--- src/rtl/vlsu_pkg.sv ---
// Shared types and bus geometry for the vector-load sequencing path.
// Bus widths are fixed here because the record/burst structs are built from them.
package vlsu_pkg;

    localparam int unsigned AxiDataWidth  = 128;
    localparam int unsigned AxiAddrWidth  = 64;
    localparam int unsigned BusBytes      = AxiDataWidth / 8;
    localparam int unsigned BusNibbles    = AxiDataWidth / 4;
    localparam int unsigned BusNSize      = $clog2(BusNibbles);
    localparam int unsigned BusOffWidth   = $clog2(BusBytes);
    // lbN ranges 1..BusNibbles inclusive, so it needs one bit more than BusNSize
    localparam int unsigned LbnWidth      = BusNSize + 1;

    localparam int unsigned BurstBoundary  = 4096;
    localparam logic [1:0]  AXI_BURST_INCR = 2'b01;

    typedef enum logic {
        S_IDLE,
        S_ISSUE
    } seq_state_e;

    typedef struct packed {
        logic [AxiAddrWidth:0]   addr;        // nibble address of the burst start
        logic                    isHead;
        logic [7:0]              rmnBeat;
        logic [LbnWidth-1:0]     lbN;
        logic                    isFinalTxn;
    } txn_ctrl_t;

    // 'final' is a reserved word, hence is_final
    typedef struct packed {
        logic [AxiAddrWidth-1:0] addr;
        logic [8:0]              beats;
        logic [LbnWidth-1:0]     lbN;
        logic                    is_final;
    } ar_burst_info_t;

endpackage

--- src/rtl/burst_info_fifo.sv ---
// In-order queue of issued AR bursts awaiting per-beat record emission.
// Pushes are refused while full and pops while empty.
module burst_info_fifo
    import vlsu_pkg::*;
#(
    parameter int unsigned Depth = 4
) (
    input  logic           clk_i,
    input  logic           rst_ni,
    input  logic           i_push,
    input  ar_burst_info_t i_data,
    input  logic           i_pop,
    output ar_burst_info_t o_data,
    output logic           o_full,
    output logic           o_empty
);

    localparam int unsigned PtrW = (Depth > 1) ? $clog2(Depth) : 1;
    localparam int unsigned CntW = $clog2(Depth + 1);

    ar_burst_info_t  r_mem [Depth];
    logic [PtrW-1:0] r_wr_ptr;
    logic [PtrW-1:0] r_rd_ptr;
    logic [CntW-1:0] r_count;

    logic w_do_push;
    logic w_do_pop;

    assign o_full    = (r_count == CntW'(Depth));
    assign o_empty   = (r_count == '0);
    assign w_do_push = i_push && !o_full;
    assign w_do_pop  = i_pop && !o_empty;
    assign o_data    = r_mem[r_rd_ptr];

    function automatic logic [PtrW-1:0] ptr_inc(input logic [PtrW-1:0] p);
        return (p == PtrW'(Depth - 1)) ? '0 : p + PtrW'(1);
    endfunction

    always_ff @(posedge clk_i or negedge rst_ni) begin
        if (!rst_ni) begin
            r_wr_ptr <= '0;
            r_rd_ptr <= '0;
            r_count  <= '0;
        end else begin
            if (w_do_push) r_wr_ptr <= ptr_inc(r_wr_ptr);
            if (w_do_pop)  r_rd_ptr <= ptr_inc(r_rd_ptr);
            case ({w_do_push, w_do_pop})
                2'b10:   r_count <= r_count + CntW'(1);
                2'b01:   r_count <= r_count - CntW'(1);
                default: r_count <= r_count;
            endcase
        end
    end

    // NOTE: storage is deliberately left unreset; the pointers and count decide
    // what is valid, and a reset on the array would only cost flops.
    always_ff @(posedge clk_i) begin
        if (w_do_push) r_mem[r_wr_ptr] <= i_data;
    end

endmodule

--- src/rtl/load_txn_sequencer.sv ---
// Splits one contiguous load request into 4 KiB-safe AXI INCR bursts and emits
// one control record per expected R beat, in burst order.
module load_txn_sequencer
    import vlsu_pkg::*;
#(
    parameter int unsigned LenWidth    = 32,
    parameter int unsigned MaxBurstLen = 256,
    parameter int unsigned TxnQDepth   = 4
) (
    input  logic                    clk_i,
    input  logic                    rst_ni,

    input  logic                    req_valid_i,
    output logic                    req_ready_o,
    input  logic [AxiAddrWidth-1:0] req_addr_i,
    input  logic [LenWidth-1:0]     req_len_i,

    output logic                    ar_valid_o,
    input  logic                    ar_ready_i,
    output logic [AxiAddrWidth-1:0] ar_addr_o,
    output logic [7:0]              ar_len_o,
    output logic [2:0]              ar_size_o,
    output logic [1:0]              ar_burst_o,

    output logic                    txn_ctrl_valid_o,
    input  logic                    txn_ctrl_ready_i,
    output txn_ctrl_t               txn_ctrl_o,

    output logic                    busy_o
);

    localparam int unsigned CalcW         = LenWidth + 1;
    localparam int unsigned MaxBurstBytes = MaxBurstLen * BusBytes;

    seq_state_e              r_state;
    seq_state_e              w_state_nxt;
    logic [AxiAddrWidth-1:0] r_cur_addr;
    logic [LenWidth-1:0]     r_rmn_bytes;
    logic [7:0]              r_bcnt;

    logic                    w_issue;
    logic                    w_req_hs;
    logic                    w_ar_hs;
    logic                    w_txn_hs;
    logic [BusOffWidth-1:0]  w_off;
    logic [12:0]             w_to_4k;
    logic [CalcW-1:0]        w_to_max;
    logic [CalcW-1:0]        w_bytes;
    logic [CalcW-1:0]        w_span;
    logic [CalcW-1:0]        w_end;
    logic [8:0]              w_beats;
    logic [LbnWidth-1:0]     w_lbn;
    logic                    w_final;

    ar_burst_info_t          w_push_data;
    ar_burst_info_t          w_head;
    logic                    w_full;
    logic                    w_empty;
    logic                    w_pop;
    logic [7:0]              w_rmn_beat;

    // Burst geometry depends only on registers, so it is stable while AR stalls
    assign w_off    = r_cur_addr[BusOffWidth-1:0];
    assign w_to_4k  = 13'(BurstBoundary) - {1'b0, r_cur_addr[11:0]};
    assign w_to_max = CalcW'(MaxBurstBytes) - CalcW'(w_off);

    always_comb begin
        w_bytes = {1'b0, r_rmn_bytes};
        if (CalcW'(w_to_4k) < w_bytes) w_bytes = CalcW'(w_to_4k);
        if (w_to_max < w_bytes)        w_bytes = w_to_max;
    end

    assign w_span  = CalcW'(w_off) + w_bytes + CalcW'(BusBytes - 1);
    assign w_beats = 9'(w_span >> BusOffWidth);
    assign w_end   = CalcW'(w_off) + w_bytes - CalcW'(1);
    assign w_lbn   = ({{(LbnWidth - BusOffWidth){1'b0}}, w_end[BusOffWidth-1:0]}
                      + LbnWidth'(1)) << 1;
    assign w_final = (w_bytes == {1'b0, r_rmn_bytes});

    assign w_issue    = (r_state == S_ISSUE);
    assign ar_valid_o = w_issue && !w_full;
    assign w_ar_hs    = ar_valid_o && ar_ready_i;
    assign w_req_hs   = req_valid_i && req_ready_o;
    assign ar_addr_o  = w_issue ? r_cur_addr : '0;
    assign ar_len_o   = w_issue ? 8'(w_beats - 9'd1) : '0;
    assign ar_size_o  = 3'(BusOffWidth);
    assign ar_burst_o = AXI_BURST_INCR;

    always_ff @(posedge clk_i or negedge rst_ni) begin
        if (!rst_ni) r_state <= S_IDLE;
        else         r_state <= w_state_nxt;
    end

    always_comb begin
        w_state_nxt = r_state;
        req_ready_o = 1'b0;
        case (r_state)
            S_IDLE: begin
                req_ready_o = 1'b1;
                if (req_valid_i && (req_len_i != '0)) w_state_nxt = S_ISSUE;
            end
            S_ISSUE: begin
                if (w_ar_hs && w_final) w_state_nxt = S_IDLE;
            end
            default: w_state_nxt = S_IDLE;
        endcase
    end

    // NOTE: sequential state uses non-blocking assignments so every register
    // samples the pre-edge values regardless of statement order.
    always_ff @(posedge clk_i or negedge rst_ni) begin
        if (!rst_ni) begin
            r_cur_addr  <= '0;
            r_rmn_bytes <= '0;
        end else if (w_req_hs) begin
            r_cur_addr  <= req_addr_i;
            r_rmn_bytes <= req_len_i;
        end else if (w_ar_hs) begin
            r_cur_addr  <= r_cur_addr + AxiAddrWidth'(w_bytes);
            r_rmn_bytes <= r_rmn_bytes - LenWidth'(w_bytes);
        end
    end

    assign w_push_data = '{addr: r_cur_addr, beats: w_beats, lbN: w_lbn, is_final: w_final};

    burst_info_fifo #(
        .Depth (TxnQDepth)
    ) u_burst_fifo (
        .clk_i   (clk_i),
        .rst_ni  (rst_ni),
        .i_push  (w_ar_hs),
        .i_data  (w_push_data),
        .i_pop   (w_pop),
        .o_data  (w_head),
        .o_full  (w_full),
        .o_empty (w_empty)
    );

    assign txn_ctrl_valid_o = !w_empty;
    assign w_txn_hs         = txn_ctrl_valid_o && txn_ctrl_ready_i;
    assign w_rmn_beat       = 8'(w_head.beats - 9'd1 - {1'b0, r_bcnt});
    assign w_pop            = w_txn_hs && (w_rmn_beat == 8'd0);

    always_ff @(posedge clk_i or negedge rst_ni) begin
        if (!rst_ni) begin
            r_bcnt <= '0;
        end else if (w_txn_hs) begin
            r_bcnt <= (w_rmn_beat == 8'd0) ? 8'd0 : r_bcnt + 8'd1;
        end
    end

    // Unwritten FIFO slots may hold anything, so the record is zeroed when idle
    always_comb begin
        txn_ctrl_o = '0;
        if (!w_empty) begin
            txn_ctrl_o.addr       = {w_head.addr, 1'b0};
            txn_ctrl_o.isHead     = (r_bcnt == 8'd0);
            txn_ctrl_o.rmnBeat    = w_rmn_beat;
            txn_ctrl_o.lbN        = w_head.lbN;
            txn_ctrl_o.isFinalTxn = w_head.is_final;
        end
    end

    assign busy_o = w_issue || !w_empty;

endmodule

--- config.mk ---
export PLATFORM = sky130hd
export DESIGN_NAME = load_txn_sequencer
export DESIGN_NICKNAME = d
export VERILOG_FILES = /design/src/rtl/vlsu_pkg.sv /design/src/rtl/burst_info_fifo.sv /design/src/rtl/load_txn_sequencer.sv
export SDC_FILE = /design/constraint.sdc
export NUM_CORES = 1
export LEC_CHECK = 0
export ABC_CLOCK_PERIOD_IN_PS = 14200
export BUFFER_PORTS_ARGS = -buffer_cell sky130_fd_sc_hd__buf_2
export CORE_ASPECT_RATIO = 1.2
export CORE_MARGIN = 10
export CORE_UTILIZATION = 40
export DETAILED_ROUTE_END_ITERATION = 7
export PLACE_DENSITY = 0.65
export SLEW_MARGIN = 20
export SYNTH_ARGS = -nofsm -noshare
export SYNTH_HDL_FRONTEND = slang
export SYNTH_SLANG_ARGS = --single-unit
--- constraint.sdc ---
create_clock -name clk_i -period 14.2 [get_ports clk_i]
set_input_delay 2.84 -clock clk_i [delete_from_list [all_inputs] [get_ports clk_i]]
set_output_delay 2.84 -clock clk_i [all_outputs]
set_load 0.03 [all_outputs]
=== Yosys cells after proc, flatten, opt, wreduce, memory -nomap -nowiden ===
Memories as Yosys holds them, arrays and structs flattened.
Cells that the tools add are included.

* Add/subtract/negate cells: 16
* Order comparisons: 2
* Eq/ne operators: 6
* Mux-type cells: 19
* Bitwise operators: 1
* Reduce and logical (&&, ||, !) cells: 18

{| class="wikitable"
|+ Operators by type and width
! kind !! number
|-
| two-way mux 64 bit || 3
|-
| two-way mux 32 bit || 3
|-
| two-way mux 81 bit || 1
|-
| adder 64 x 33 -> 64 bit || 1
|-
| == test 33 x 32 -> 1 bit || 1
|-
| < comparator 33 bit || 1
|-
| two-way mux 33 bit || 1
|-
| < comparator 13 x 32 -> 1 bit || 1
|-
| nonzero test 32 bit || 1
|-
| subtractor 32 bit || 1
|-
| logical NOT 8 bit || 2
|-
| two-way mux 8 bit || 2
|-
| subtractor 8 x 1 -> 8 bit, second input constant || 2
|-
| subtractor 13 x 4 -> 14 bit, first input constant || 1
|-
| adder 13 x 4 -> 13 bit, second input constant || 1
|-
| adder 4 x 13 -> 13 bit || 1
|-
| subtractor 13 x 12 -> 13 bit, first input constant || 1
|-
| logical AND 1 bit || 9
|-
| adder 8 x 1 -> 8 bit, second input constant || 1
|-
| subtractor 8 bit || 1
|-
| == test 2 bit, second input constant || 3
|-
| case mux 3 bit (2 select lines) || 1
|-
| adder 4 x 1 -> 5 bit, second input constant || 1
|-
| two-way mux 1 bit || 5
|-
| 13 further kinds || 17
|}

* Flip-flop bits (word level): 112
* Memory bits (writable): 316
* Bits of input ports: 101
* Output and inout port bits: 162
* Word-level logic and storage cells: 70
* Memories kept: 1

{| class="wikitable"
|+ Memories
! memory !! depth !! width !! read ports !! clocked after Yosys merged registers in !! wr ports !! line !! text
|-
| u_burst_fifo.r_mem || 4 || 79 || 1 || 0 || 1 || burst_info_fifo.sv:21 || <nowiki>ar_burst_info_t r_mem [Depth];</nowiki>
|}

=== Longest topological paths before layout ===
* Depth in word-level cells: 9
* Gate-level depth with buffers: 45
* Mapped depth without buffers: 41

=== By module ===
Synthesis repeated with hierarchy kept, for this count alone.

* Cells, all modules: 1,907
* Area total of the unflattened synthesis: 23,367.4 µm²

{| class="wikitable"
|+ By module, submodules not included
! module !! times used !! cells each !! area each (µm²) !! seq. area each (µm²)
|-
| burst_info_fifo || 1 || 458 || 12,069.1 || 9,784.4
|-
| load_txn_sequencer || 1 || 1,449 || 11,298.3 || 2,627.5
|}

=== Worst setup path after synthesis ===
Ideal clock, no wire load.

* Kind: register to output
* Start point: register r_cur_addr[1]
* End point: output port ar_len_o[6]
* Arrival time: 9,014 ps
* Required time: 11,360 ps
* Path slack: 2,346 ps
* Cell stages (with the launch flop): 42
* Buffers on the path: 3
* Path through: dfrtp_1 > inv_1 > ha_1 > nand2_1 > inv_1 > nand2_1 > nor4_1 > xnor2_1 > ha_1 > nand3_1 > or4_1 > o32ai_1 > o21a_1 > buf_6 > mux2i_1 > ha_1 > a21oi_1 > a21boi_0 > [6 not listed] > o21a_1 > ha_1 > a21o_1 > a21oi_1 > xnor2_1 > or4_1 > inv_1 > nand2_1 > o21ai_0 > nand2_1 > nand2_1 > xnor2_1 > inv_1 > ha_1 > and4_1 > o22ai_1 > nor4b_1 > a311o_1

{| class="wikitable"
|+ RTL lines
! item !! line !! text
|-
| start, declared || load_txn_sequencer.sv:37 || <nowiki>logic [AxiAddrWidth-1:0] r_cur_addr;</nowiki>
|-
| start signal, assigned || load_txn_sequencer.sv:116 || <nowiki>r_cur_addr <= req_addr_i;</nowiki>
|-
| start signal, assigned || load_txn_sequencer.sv:119 || <nowiki>r_cur_addr <= r_cur_addr + AxiAddrWidth'(w_bytes);</nowiki>
|-
| end, declared || load_txn_sequencer.sv:21 || <nowiki>output logic [7:0] ar_len_o,</nowiki>
|}

==> out/summary.txt <==
Final #Nets = 2409
Mux contribution to synthesized area = 8.75%
Routed WL per cell = 22.9 um
Clock skew = 0.0245 ns
CTS sink count = 424
CTS Buf Count = 46
Design area = 26900 um^2
Initial antenna violation count = 3
Max-cap viol count = 0
Largest family of logic cells by synthesized area = compound AO/OA/AOI/OAI gates
Worst Setup Path Type = flip-flop to primary output
Die extent in y = 283 um
Synth Instances = 1917
Crit path max-delay cell type = or4_1
Die footprint = 67800 um^2
CTS tree = built
Nature of the critical path endpoint = primary output
Via Count = 16900
Number of enable flip-flop cells after synthesis = 312
DR DRC count = 0
Largest cells by area after synthesis = edfxtp_1 41%, dfrtp_1 12%, mux4_2 7.6%
H-tree depth = 2
Cell taking the most area after synthesis = edfxtp_1
First-pass GRT wire length = 104000 um
PortBufs = 255
Initial detailed-routing violation count = 1166
CP Launch Type = flip-flop
Aggregate global routing overflow = 0
Min cycle time layout = 13.42 ns
Ports = 263
Max-slew violation count = 0
Top cell by count, worst path = ha_1
Fin Setup TNS = 0 ns
Synth top area share = 40.6%
Period utilization = 94.5%
DR pass1 iterations = 5
Hold Path Class = flip-flop to flip-flop
Synth Area in Compound Gates = 13.8%
RSZ-0062 raised after global routing = no
Synth Area in XOR/XNOR = 3.22%
Number of diodes = 0
Slew @ Worst Pin = 1.09 ns
Layout cells sized above 1 = 21.5%
Rel. slew slack = 27.1%
Number of global-route vias before repair = 17500
Most used DFF post-synth = edfxtp_1
Slowest stage delay, CP = 0.62 ns
Via/cell ratio = 5.69
Fillers = 5137
DP Wirelength = 47700 um
Fmax = 74.5 MHz
Register bit total from synthesis = 424
Worst-path maximum fanout = 23
Die X = 239 um
Setup Viol. Count Final = 0
Detail Route Antenna Nets = 0
Mean area per synthesized cell = 12.0 um^2
Register area share after synthesis = 52.7%
Adder-cell share of the synthesized area = 6.18%
Largest net degree at the start of global routing = 70
Synthesized area = 23100 um^2
Worst-Skew Late Latency = 0.60 ns
Gpl congestion = 0.934
Buffer depth of the longest clock path = 3
Core area = 57200 um^2
Row cnt = 96
Root buffer cell = clkbuf_16
DP Area = 25300 um^2
Clk pin slew, worst setup/hold paths = 0.06 ns
Simple-Gate Fraction of Synth Area = 12.2%
Final wirelength = 68100 um
Post-synth cell types = 85
Outcome = finished, final reports clean
Total GRT Usage = 19.7%
Final hold violation count = 0
Yosys Warn Count = 0
Critical path required time = 11.36 ns
Crit path DAT = 10.58 ns
Area grow syn2layout = 16.6%
Post-synth ARST share = 26.4%
Starting Density = 40.4%
-- cells in the mapped netlist, types with 5 or more instances --
cell type / n
o211ai_1: 19
xor2_1: 32
a21oi_1: 100
nand2_1: 118
edfxtp_1: 312
a221o_1: 9
o31ai_1: 11
a31o_2: 5
a21boi_0: 5
nor4_1: 23
buf_1: 10
nand4_1: 20
o21a_1: 9
clkbuf_1: 70
ha_1: 106
a211oi_1: 13
mux4_2: 78
xnor2_1: 53
buf_4: 7
a21o_1: 40
fa_1: 5
and3_1: 20
a31oi_1: 14
o221ai_1: 5
nor2_1: 85
o311ai_0: 7
mux2i_1: 19
o21bai_1: 17
or4_1: 6
nand2b_1: 9
a211o_1: 5
nor2b_1: 7
nand4b_1: 5
a2111oi_0: 9
nor3b_1: 9
a22oi_1: 56
or2_2: 5
o21ai_0: 117
nor3_1: 25
inv_1: 85
and4_1: 5
and2_1: 141
dfrtp_1: 112
nand3_1: 38
-- repair_timing --
action	CTS	global route
setup buffers	0	0
hold buffers	0	0
resized for setup	0	4
endpoints found under the setup margin	0	2
-- cells by family after synthesis --
group           after synthesis
other cells                   2
simple gates                531
mux                         103
buf+inv                     180
compound gates              481
fa+ha+maj                   111
flops                       424
xor+xnor                     85
-- placed cells by master, fill, tap and decap left out, types with 40 or more instances in the layout --
cell | synthesis | final
and2_1 | 141 | 140
clkbuf_16 | 0 | 46
xnor2_1 | 53 | 53
edfxtp_1 | 312 | 312
inv_1 | 85 | 84
a22oi_1 | 56 | 56
dfrtp_1 | 112 | 109
a21oi_1 | 100 | 100
a21o_1 | 40 | 40
conb_1 | 2 | 44
nand2_1 | 118 | 118
mux4_2 | 78 | 78
ha_1 | 106 | 106
buf_2 | 1 | 254
nor2_1 | 85 | 84
o21ai_0 | 117 | 117
-- final timing paths --
kind / startpoint / to / slack (ns) / cells past startpoint
min in group asynchronous: rst_ni / u_burst_fifo.r_wr_ptr[0]$_DFFE_PN0P_ / 2.27 / 1
max in group asynchronous: rst_ni / r_state$_DFF_PN0_ / 10.81 / 2
min reg2reg: r_bcnt[4]$_DFFE_PN0P_ / r_bcnt[4]$_DFFE_PN0P_ / 0.50 / 1
min: r_bcnt[4]$_DFFE_PN0P_ / r_bcnt[4]$_DFFE_PN0P_ / 0.50 / 1
max: r_cur_addr[1]$_DFFE_PN0P_ / ar_len_o[6] / 0.78 / 40
max reg2reg: r_cur_addr[1]$_DFFE_PN0P_ / r_cur_addr[52]$_DFFE_PN0P_ / 3.82 / 39
-- layer usage --
metal  global-route usage, %  vias to the layer above  part of all wire [%]
met2                    34.9                      511                    51
met4                    5.77                        6                   2.7
met1                    23.7                     8432                    41
met5                       0                        -                 0.060
met3                    3.83                      117                   6.0
li1                        -                     7833                     -
-- critical path: cells and delay by family, from the launching register on --
| family | cells | cell delay (ns) |
|---|---|---|
| buf+inv | 9 | 1.64 |
| compound gates | 12 | 3.09 |
| fa+ha+maj | 5 | 1.37 |
| mux | 1 | 0.33 |
| simple gates | 10 | 2.37 |
| flops | 1 | 0.52 |
| xor+xnor | 3 | 0.66 |
-- sequential cells by signal, indices dropped and copies added (netlist names) --
register	flops
r_cur_addr	64
u_burst_fifo.r_count	3
u_burst_fifo.r_mem	312
r_state	1
r_bcnt	8
u_burst_fifo.r_wr_ptr	2
r_rmn_bytes	32
u_burst_fifo.r_rd_ptr	2
-- final cells by class --
type                       count  area (um^2)  share of cell area, %
clock buffer                  51         1210                   4.49
sequential                   424        12200                   45.2
multi-input combinational   1355        10400                   38.6
timing repair buffer         280         1470                   5.46
inverter                      90          338                   1.25
clock inverter                35          402                   1.49
tap                          735          920                   3.42
-- stage by stage --
stage / util (%) / setup WS, ns / hold WS, ns / std cells
floorplan: - / 2.35 / 0.464 / 1959
global placement: 44.2 / 1.48 / 0.479 / 2884
detailed placement: 44.2 / 1.10 / 0.490 / 2884
CTS: 47.1 / 0.425 / 0.503 / 2970
global route: 47.1 / 0.0553 / 0.533 / 2970
finish: 47.1 / 0.783 / 0.502 / 2970
Power is left out: the tool's default activity adds up to more than one toggle a clock period on the data nets, which glitch-free logic cannot reach.
